## config.mk

```make
export PLATFORM = sky130hd
export DESIGN_NAME = fifo_credit_sender
export DESIGN_NICKNAME = d
export VERILOG_FILES = /design/src/rtl/fifo_credit_pkg.sv /design/src/rtl/fifo_credit_out_stage.sv /design/src/rtl/fifo_credit_sender.sv
export SDC_FILE = /design/constraint.sdc
export NUM_CORES = 1
export LEC_CHECK = 0
export BUFFER_PORTS_ARGS = -buffer_cell sky130_fd_sc_hd__buf_2
export CORE_AREA = 3 3 58 60
export DETAILED_ROUTE_END_ITERATION = 10
export DIE_AREA = 0 0 61 63
export MAX_ROUTING_LAYER = met4
export PLACE_DENSITY_LB_ADDON = 0.25
export SETUP_SLACK_MARGIN = 0.05
export SLEW_MARGIN = 20
export SYNTH_ARGS = -nofsm -noshare
export SYNTH_HDL_FRONTEND = slang
export SYNTH_SLANG_ARGS = --single-unit
```

## constraint.sdc

```tcl
create_clock -name clk -period 1.3 [get_ports clk]
set_input_delay 0 -clock clk [delete_from_list [all_inputs] [get_ports clk]]
set_output_delay 0 -clock clk [all_outputs]
set_load 0.01 [all_outputs]
```

## src/rtl/fifo_credit_pkg.sv

```systemverilog
// Shared types and helpers for the credit-based fifo sender.
// Latency: n/a (types and constant functions only).
// Backpressure: n/a.
// Contents: credit_state_t (flush FSM encoding), credit_cnt_width() (width of a 0..n counter).
package fifo_credit_pkg;

   typedef enum logic [1:0] {RUN, FLUSH_WAIT, DONE} credit_state_t;

   // Bits needed to hold every value 0..n inclusive.
   function automatic int credit_cnt_width(input int n);
      return $clog2(n + 1);
   endfunction

endpackage

```

## src/rtl/fifo_credit_out_stage.sv

```systemverilog
// Optional output register (valid + data) between the credit sender and the remote fifo.
// Latency: 1 cycle when REG_EN=1, 0 cycles (wires) when REG_EN=0.
// Backpressure: none; a push always lands because the sender only pushes while holding a credit.
// Ports:
//   clk, reset          clock and async active-low reset
//   i__valid, i__data   beat from the sender
//   o__valid, o__data   beat to the remote fifo; o__data holds its last value while o__valid=0
//   o__empty            1 when no beat is held in the register (always 1 in bypass mode)
module fifo_credit_out_stage #(
   parameter int DATA_WIDTH = 64,
   parameter bit REG_EN     = 1'b0
) (
   input  logic                  clk,
   input  logic                  reset,
   input  logic                  i__valid,
   input  logic [DATA_WIDTH-1:0] i__data,
   output logic                  o__valid,
   output logic [DATA_WIDTH-1:0] o__data,
   output logic                  o__empty
);

   generate
      if (REG_EN) begin : g_reg
         logic                  r_valid;
         logic [DATA_WIDTH-1:0] r_data;

         always_ff @(posedge clk or negedge reset) begin
            if (!reset) begin
               r_valid <= 1'b0;
               r_data  <= '0;
            end else begin
               r_valid <= i__valid;
               // Data only moves with a beat so the last payload stays visible.
               if (i__valid) begin
                  r_data <= i__data;
               end
            end
         end

         assign o__valid = r_valid;
         assign o__data  = r_data;
         assign o__empty = !r_valid;
      end else begin : g_bypass
         // Clock and reset are not needed when the stage is pure wiring.
         logic w_unused_clk_rst;
         assign w_unused_clk_rst = clk & reset;

         assign o__valid = i__valid;
         assign o__data  = i__data;
         assign o__empty = 1'b1;
      end
   endgenerate

endmodule

```

## src/rtl/fifo_credit_sender.sv

```systemverilog
// Credit-based sender into a remote fifo: upstream valid/ready in, valid-only push out.
// Latency: 0 cycles (combinational), 1 cycle with FIFO_CREDIT_SENDER_OUT_REG_EN defined.
// Backpressure: ready drops when credits are exhausted or a flush is in progress; never depends on valid.
// Ports:
//   clk, reset                          clock, async active-low reset
//   i__data_in_valid/i__data_in         upstream beat; o__data_in_ready accepts it
//   o__data_out_valid/o__data_out       push into the remote fifo
//   i__credit_return                    one pulse per remote dequeue
//   i__flush/o__flush_done              drain request and one-cycle completion pulse
//   o__credit_count, o__credit_error    credits held; sticky over-return flag
// Optional: FIFO_CREDIT_SENDER_OUT_REG_EN registers the output beat.
module fifo_credit_sender
   import fifo_credit_pkg::*;
#(
   parameter  int DATA_WIDTH  = 64,
   parameter  int NUM_CREDITS = 3,
   localparam int CNT_W       = credit_cnt_width(NUM_CREDITS)
) (
   input  logic                  clk,
   input  logic                  reset,
   input  logic                  i__data_in_valid,
   input  logic [DATA_WIDTH-1:0] i__data_in,
   output logic                  o__data_in_ready,
   output logic                  o__data_out_valid,
   output logic [DATA_WIDTH-1:0] o__data_out,
   input  logic                  i__credit_return,
   input  logic                  i__flush,
   output logic                  o__flush_done,
   output logic [CNT_W-1:0]      o__credit_count,
   output logic                  o__credit_error
);

`ifdef FIFO_CREDIT_SENDER_OUT_REG_EN
   localparam bit OUT_REG_EN = 1'b1;
`else
   localparam bit OUT_REG_EN = 1'b0;
`endif

   localparam logic [CNT_W-1:0] MAX_CRED = CNT_W'(NUM_CREDITS);
   localparam logic [CNT_W-1:0] ONE_CRED = CNT_W'(1);

   credit_state_t    r_state;
   credit_state_t    w_state_nxt;
   logic [CNT_W-1:0] r_credits;
   logic             r_error;
   logic             w_send;
   logic             w_full;
   logic             w_stage_empty;

   assign w_send = i__data_in_valid && o__data_in_ready;
   assign w_full = (r_credits == MAX_CRED);

   // Credit counter and sticky over-return flag. Send and return together cancel.
   always_ff @(posedge clk or negedge reset) begin
      if (!reset) begin
         r_credits <= MAX_CRED;
         r_error   <= 1'b0;
      end else begin
         if (w_send && !i__credit_return) begin
            r_credits <= r_credits - ONE_CRED;
         end else if (!w_send && i__credit_return && !w_full) begin
            r_credits <= r_credits + ONE_CRED;
         end
         if (!w_send && i__credit_return && w_full) begin
            r_error <= 1'b1;
         end
      end
   end

   // FSM: state register
   always_ff @(posedge clk or negedge reset) begin
      if (!reset) begin
         r_state <= RUN;
      end else begin
         r_state <= w_state_nxt;
      end
   end

   // FSM: next state. The drain completes only once every credit is home and
   // no beat is still sitting in the output register.
   always_comb begin
      w_state_nxt = r_state;
      case (r_state)
         RUN:        if (i__flush) w_state_nxt = FLUSH_WAIT;
         FLUSH_WAIT: if (w_full && w_stage_empty) w_state_nxt = DONE;
         DONE:       w_state_nxt = RUN;
         default:    w_state_nxt = RUN;
      endcase
   end

   // FSM: outputs
   always_comb begin
      o__data_in_ready = 1'b0;
      o__flush_done    = 1'b0;
      case (r_state)
         RUN:     o__data_in_ready = (r_credits != '0);
         DONE:    o__flush_done    = 1'b1;
         default: ;
      endcase
   end

   fifo_credit_out_stage #(
      .DATA_WIDTH (DATA_WIDTH),
      .REG_EN     (OUT_REG_EN)
   ) u_out_stage (
      .clk      (clk),
      .reset    (reset),
      .i__valid (w_send),
      .i__data  (i__data_in),
      .o__valid (o__data_out_valid),
      .o__data  (o__data_out),
      .o__empty (w_stage_empty)
   );

   assign o__credit_count = r_credits;
   assign o__credit_error = r_error;

endmodule

```

==> impl_results.md <==
* First-pass GRT wire length at 1730 µm
* CP max FO at 2
* CP arrival at 1200 ps
* Clk slew on worst S/H paths at 40 ps
* Flop and latch count out of synthesis at 5
* Final Skew at 1.02 ps
* Crit Path Class: flip-flop to output port
* Final setup fails at 0
* Die area at 3840 µm²
* # diodes at 0
* Max_cap viols at 0
* Largest area contributor in the netlist: buf_4
* Commonest non-fill, non-tap cells in the layout: buf_2, buf_4, nor3_1, clkbuf_4, dfrtp_1
* CTS root buf: clkbuf_4
* Post-route cell area at 450 µm²
* DP HPWL at 889 µm
* Initial Util at 0.252
* P_leak at 0.190 nW
* Warnings, synthesis at 0
* Slowest cell on crit path: dfstp_2
* Fin cells at 81
* DP Cell Count at 73
* Vias in the first global route at 363
* Initial antenna violation count at 0
* Clock buffer count from CTS at 3
* Area contributors post-synth: buf_4, dfrtp_1, dfstp_2
* Drt wl/cell at 14.6 µm
* Std cell rows at 20
* Min-Delay Endpoint: o__data_out[13]
* Largest net degree at the start of global routing at 10
* Post-synthesis area per instance at 8.16 µm²
* Nets at 118
* Total grt overflow at 0
* H-tree depth at 1
* Worst min-delay path class: input pin to output port
* Post-synth cell types at 20
* Synth top area share at 0.640
* GRT Util Overall at 0.0648
* Port Buffers at 10
* Critical path endpoint category: output port
* Clk_lat worst skew at 240 ps
* Max VDD drop at 0.329 mV
* Sequential element share of the synthesized area at 0.170
* Clock Tree Buf Depth at 2
* Chip width at 61 µm
* FF-to-FF End: o__credit_error$_DFFE_PN0P_
* Fin crit share at 0.924
* Gpl congestion at 0.595
* Min-Delay Path Depth at 0
* Fmax at 832 MHz
* Pwr/cell area at 1990 nW/µm²
* Max incr delay on CP at 530 ps
* Reg2reg setup slack at 120 ps
* TNS Setup at 0 ps
* DR iter-0 viols at 1
* Clk sink count at 5
* RSZ-0062 raised after global routing: true
* Outcome: complete, no violations
* Synthesized area at 751 µm²
* Min Tclk post-route at 1200 ps
* Slew margin rel. at 0.773
* WP data required at 1300 ps
* DRC Markers at 0
* Commonest non-fill, non-tap cell in the layout: buf_2
* Hold Fails Final Rpt at 0
* Syn Inst Count at 92
* Core Util, Final at 0.151
* CP cell instances: buf_6, nor2_2, nor3_1, buf_2
* Share of layout cells above drive strength 1 at 0.563
* IO Count at 139
* Critical path startpoint category: flip-flop
* Worst r2r path cells at 5
* Via count at 355
* Min-Delay Startpoint: i__data_in[13]
* CTS tree: yes
* Fin. max-slew vios at 0
* Initial DRT Pass Iterations at 2
* Core ar. at 2980 µm²
* Placed inst area at 380 µm²
* Reg2reg start: r_state[0]$_DFFE_PN0P_
* Chip Height at 63 µm
* ANT nets after route at 0
* Via density at 4.38
* Slew @ Worst Pin at 336 ps
* Area delta synth->final at -40.0%
* Total wire length at 1180 µm
* Syn nets at 161
metal layers:
| metal | part of all wire | track usage | vias up |
|---|---|---|---|
| met3 | 0.19 | 0.0475 | 20 |
| met1 | 0.35 | 0.0606 | 152 |
| met5 | 0 | - | - |
| met4 | 0.092 | 0.0921 | 0 |
| met2 | 0.36 | 0.0668 | 38 |
| li1 | - | - | 145 |
stage by stage:
| step | hold WS [ps] | power (mW) | setup WS, ps |
|---|---|---|---|
| 6_report | 0.00282 | 0.895 | 98.2 |
| 5_1_grt | 0.0151 | 0.967 | 46.7 |
| 4_1_cts | 0.0686 | 0.903 | 42.2 |
| 3_5_place_dp | -173 | 0.647 | 133 |
| 3_3_place_gp | -174 | 0.649 | 150 |
| 2_1_floorplan | -296 | 0.667 | 115 |
cell type report:
class                           count  area (µm²)
Fill cell                         340        2530
Multi-Input combinational cell     21         143
Sequential cell                     5         128
Timing Repair Buffer               17         109
Tap cell                           33        41.3
Clock buffer                        4        26.3
Inverter                            1        3.75
sequential cells by signal, indices dropped and copies added, names as in the netlist:
signal	cells
o__credit_count	2
o__credit_error	1
r_state	2
Yosys cell counts:
cell      count
nor2_1        4
o21ai_1       1
dfstp_2       2
a311oi_1      1
o21ai_0       1
nand2_1       1
nor3b_2       1
clkbuf_1      1
or2_1         1
nor2b_1       1
nor4_2        1
dfrtp_1       3
and4b_2       1
nor3_1        3
a21oi_1       2
buf_4        64
a41o_1        1
inv_1         1
nor4b_1       1
nand3_1       1
logic make-up after synthesis:
logic type,Yosys count,share of synthesized area
buffers and inverters,66,0.650
AOI/OAI and AO/OA,6,0.0517
and+or+nand+nor,15,0.128
DFF,5,0.170
worst max-delay path: cells and delay by family, from the launching register on:
family                 cells  cell delay [ps]
buffers and inverters      2              260
and+or+nand+nor            2              170
DFF                        1              530
how the worst max path moves through the flow:
stage | start | to | slack (ps)
3_3_place_gp | r_state[0]$_DFFE_PN0P_ | o__credit_count[0]$_DFFE_PN1P_ | 150
3_5_place_dp | r_state[0]$_DFFE_PN0P_ | o__credit_count[0]$_DFFE_PN1P_ | 130
5_1_grt | r_state[1]$_DFFE_PN0P_ | o__credit_count[0]$_DFFE_PN1P_ | 50
4_1_cts | o__credit_count[0]$_DFFE_PN1P_ | o__data_in_ready | 40
6_report | o__credit_count[0]$_DFFE_PN1P_ | o__data_in_ready | 100
2_1_floorplan | o__credit_count[1]$_DFFE_PN1P_ | o__credit_count[0]$_DFFE_PN1P_ | 120
what timing repair did:
item | CTS | global route
pin swaps | 3 | 3
endpoints found under the hold margin | 5 | 0
hold buffers | 1 | 0
setup buffers | 3 | 0
setup endpoints to repair | 2 | 5
gates resized for setup | 2 | 2
cloned | 0 | 0
where the power goes:
group          total (mW)  switching, mW  internal [mW]
sequential          0.246         0.0288          0.218
clock               0.182         0.0661          0.116
combinational       0.466          0.236          0.230
total               0.895          0.331          0.564
No activity file was read; power rests on OpenSTA's default activity.
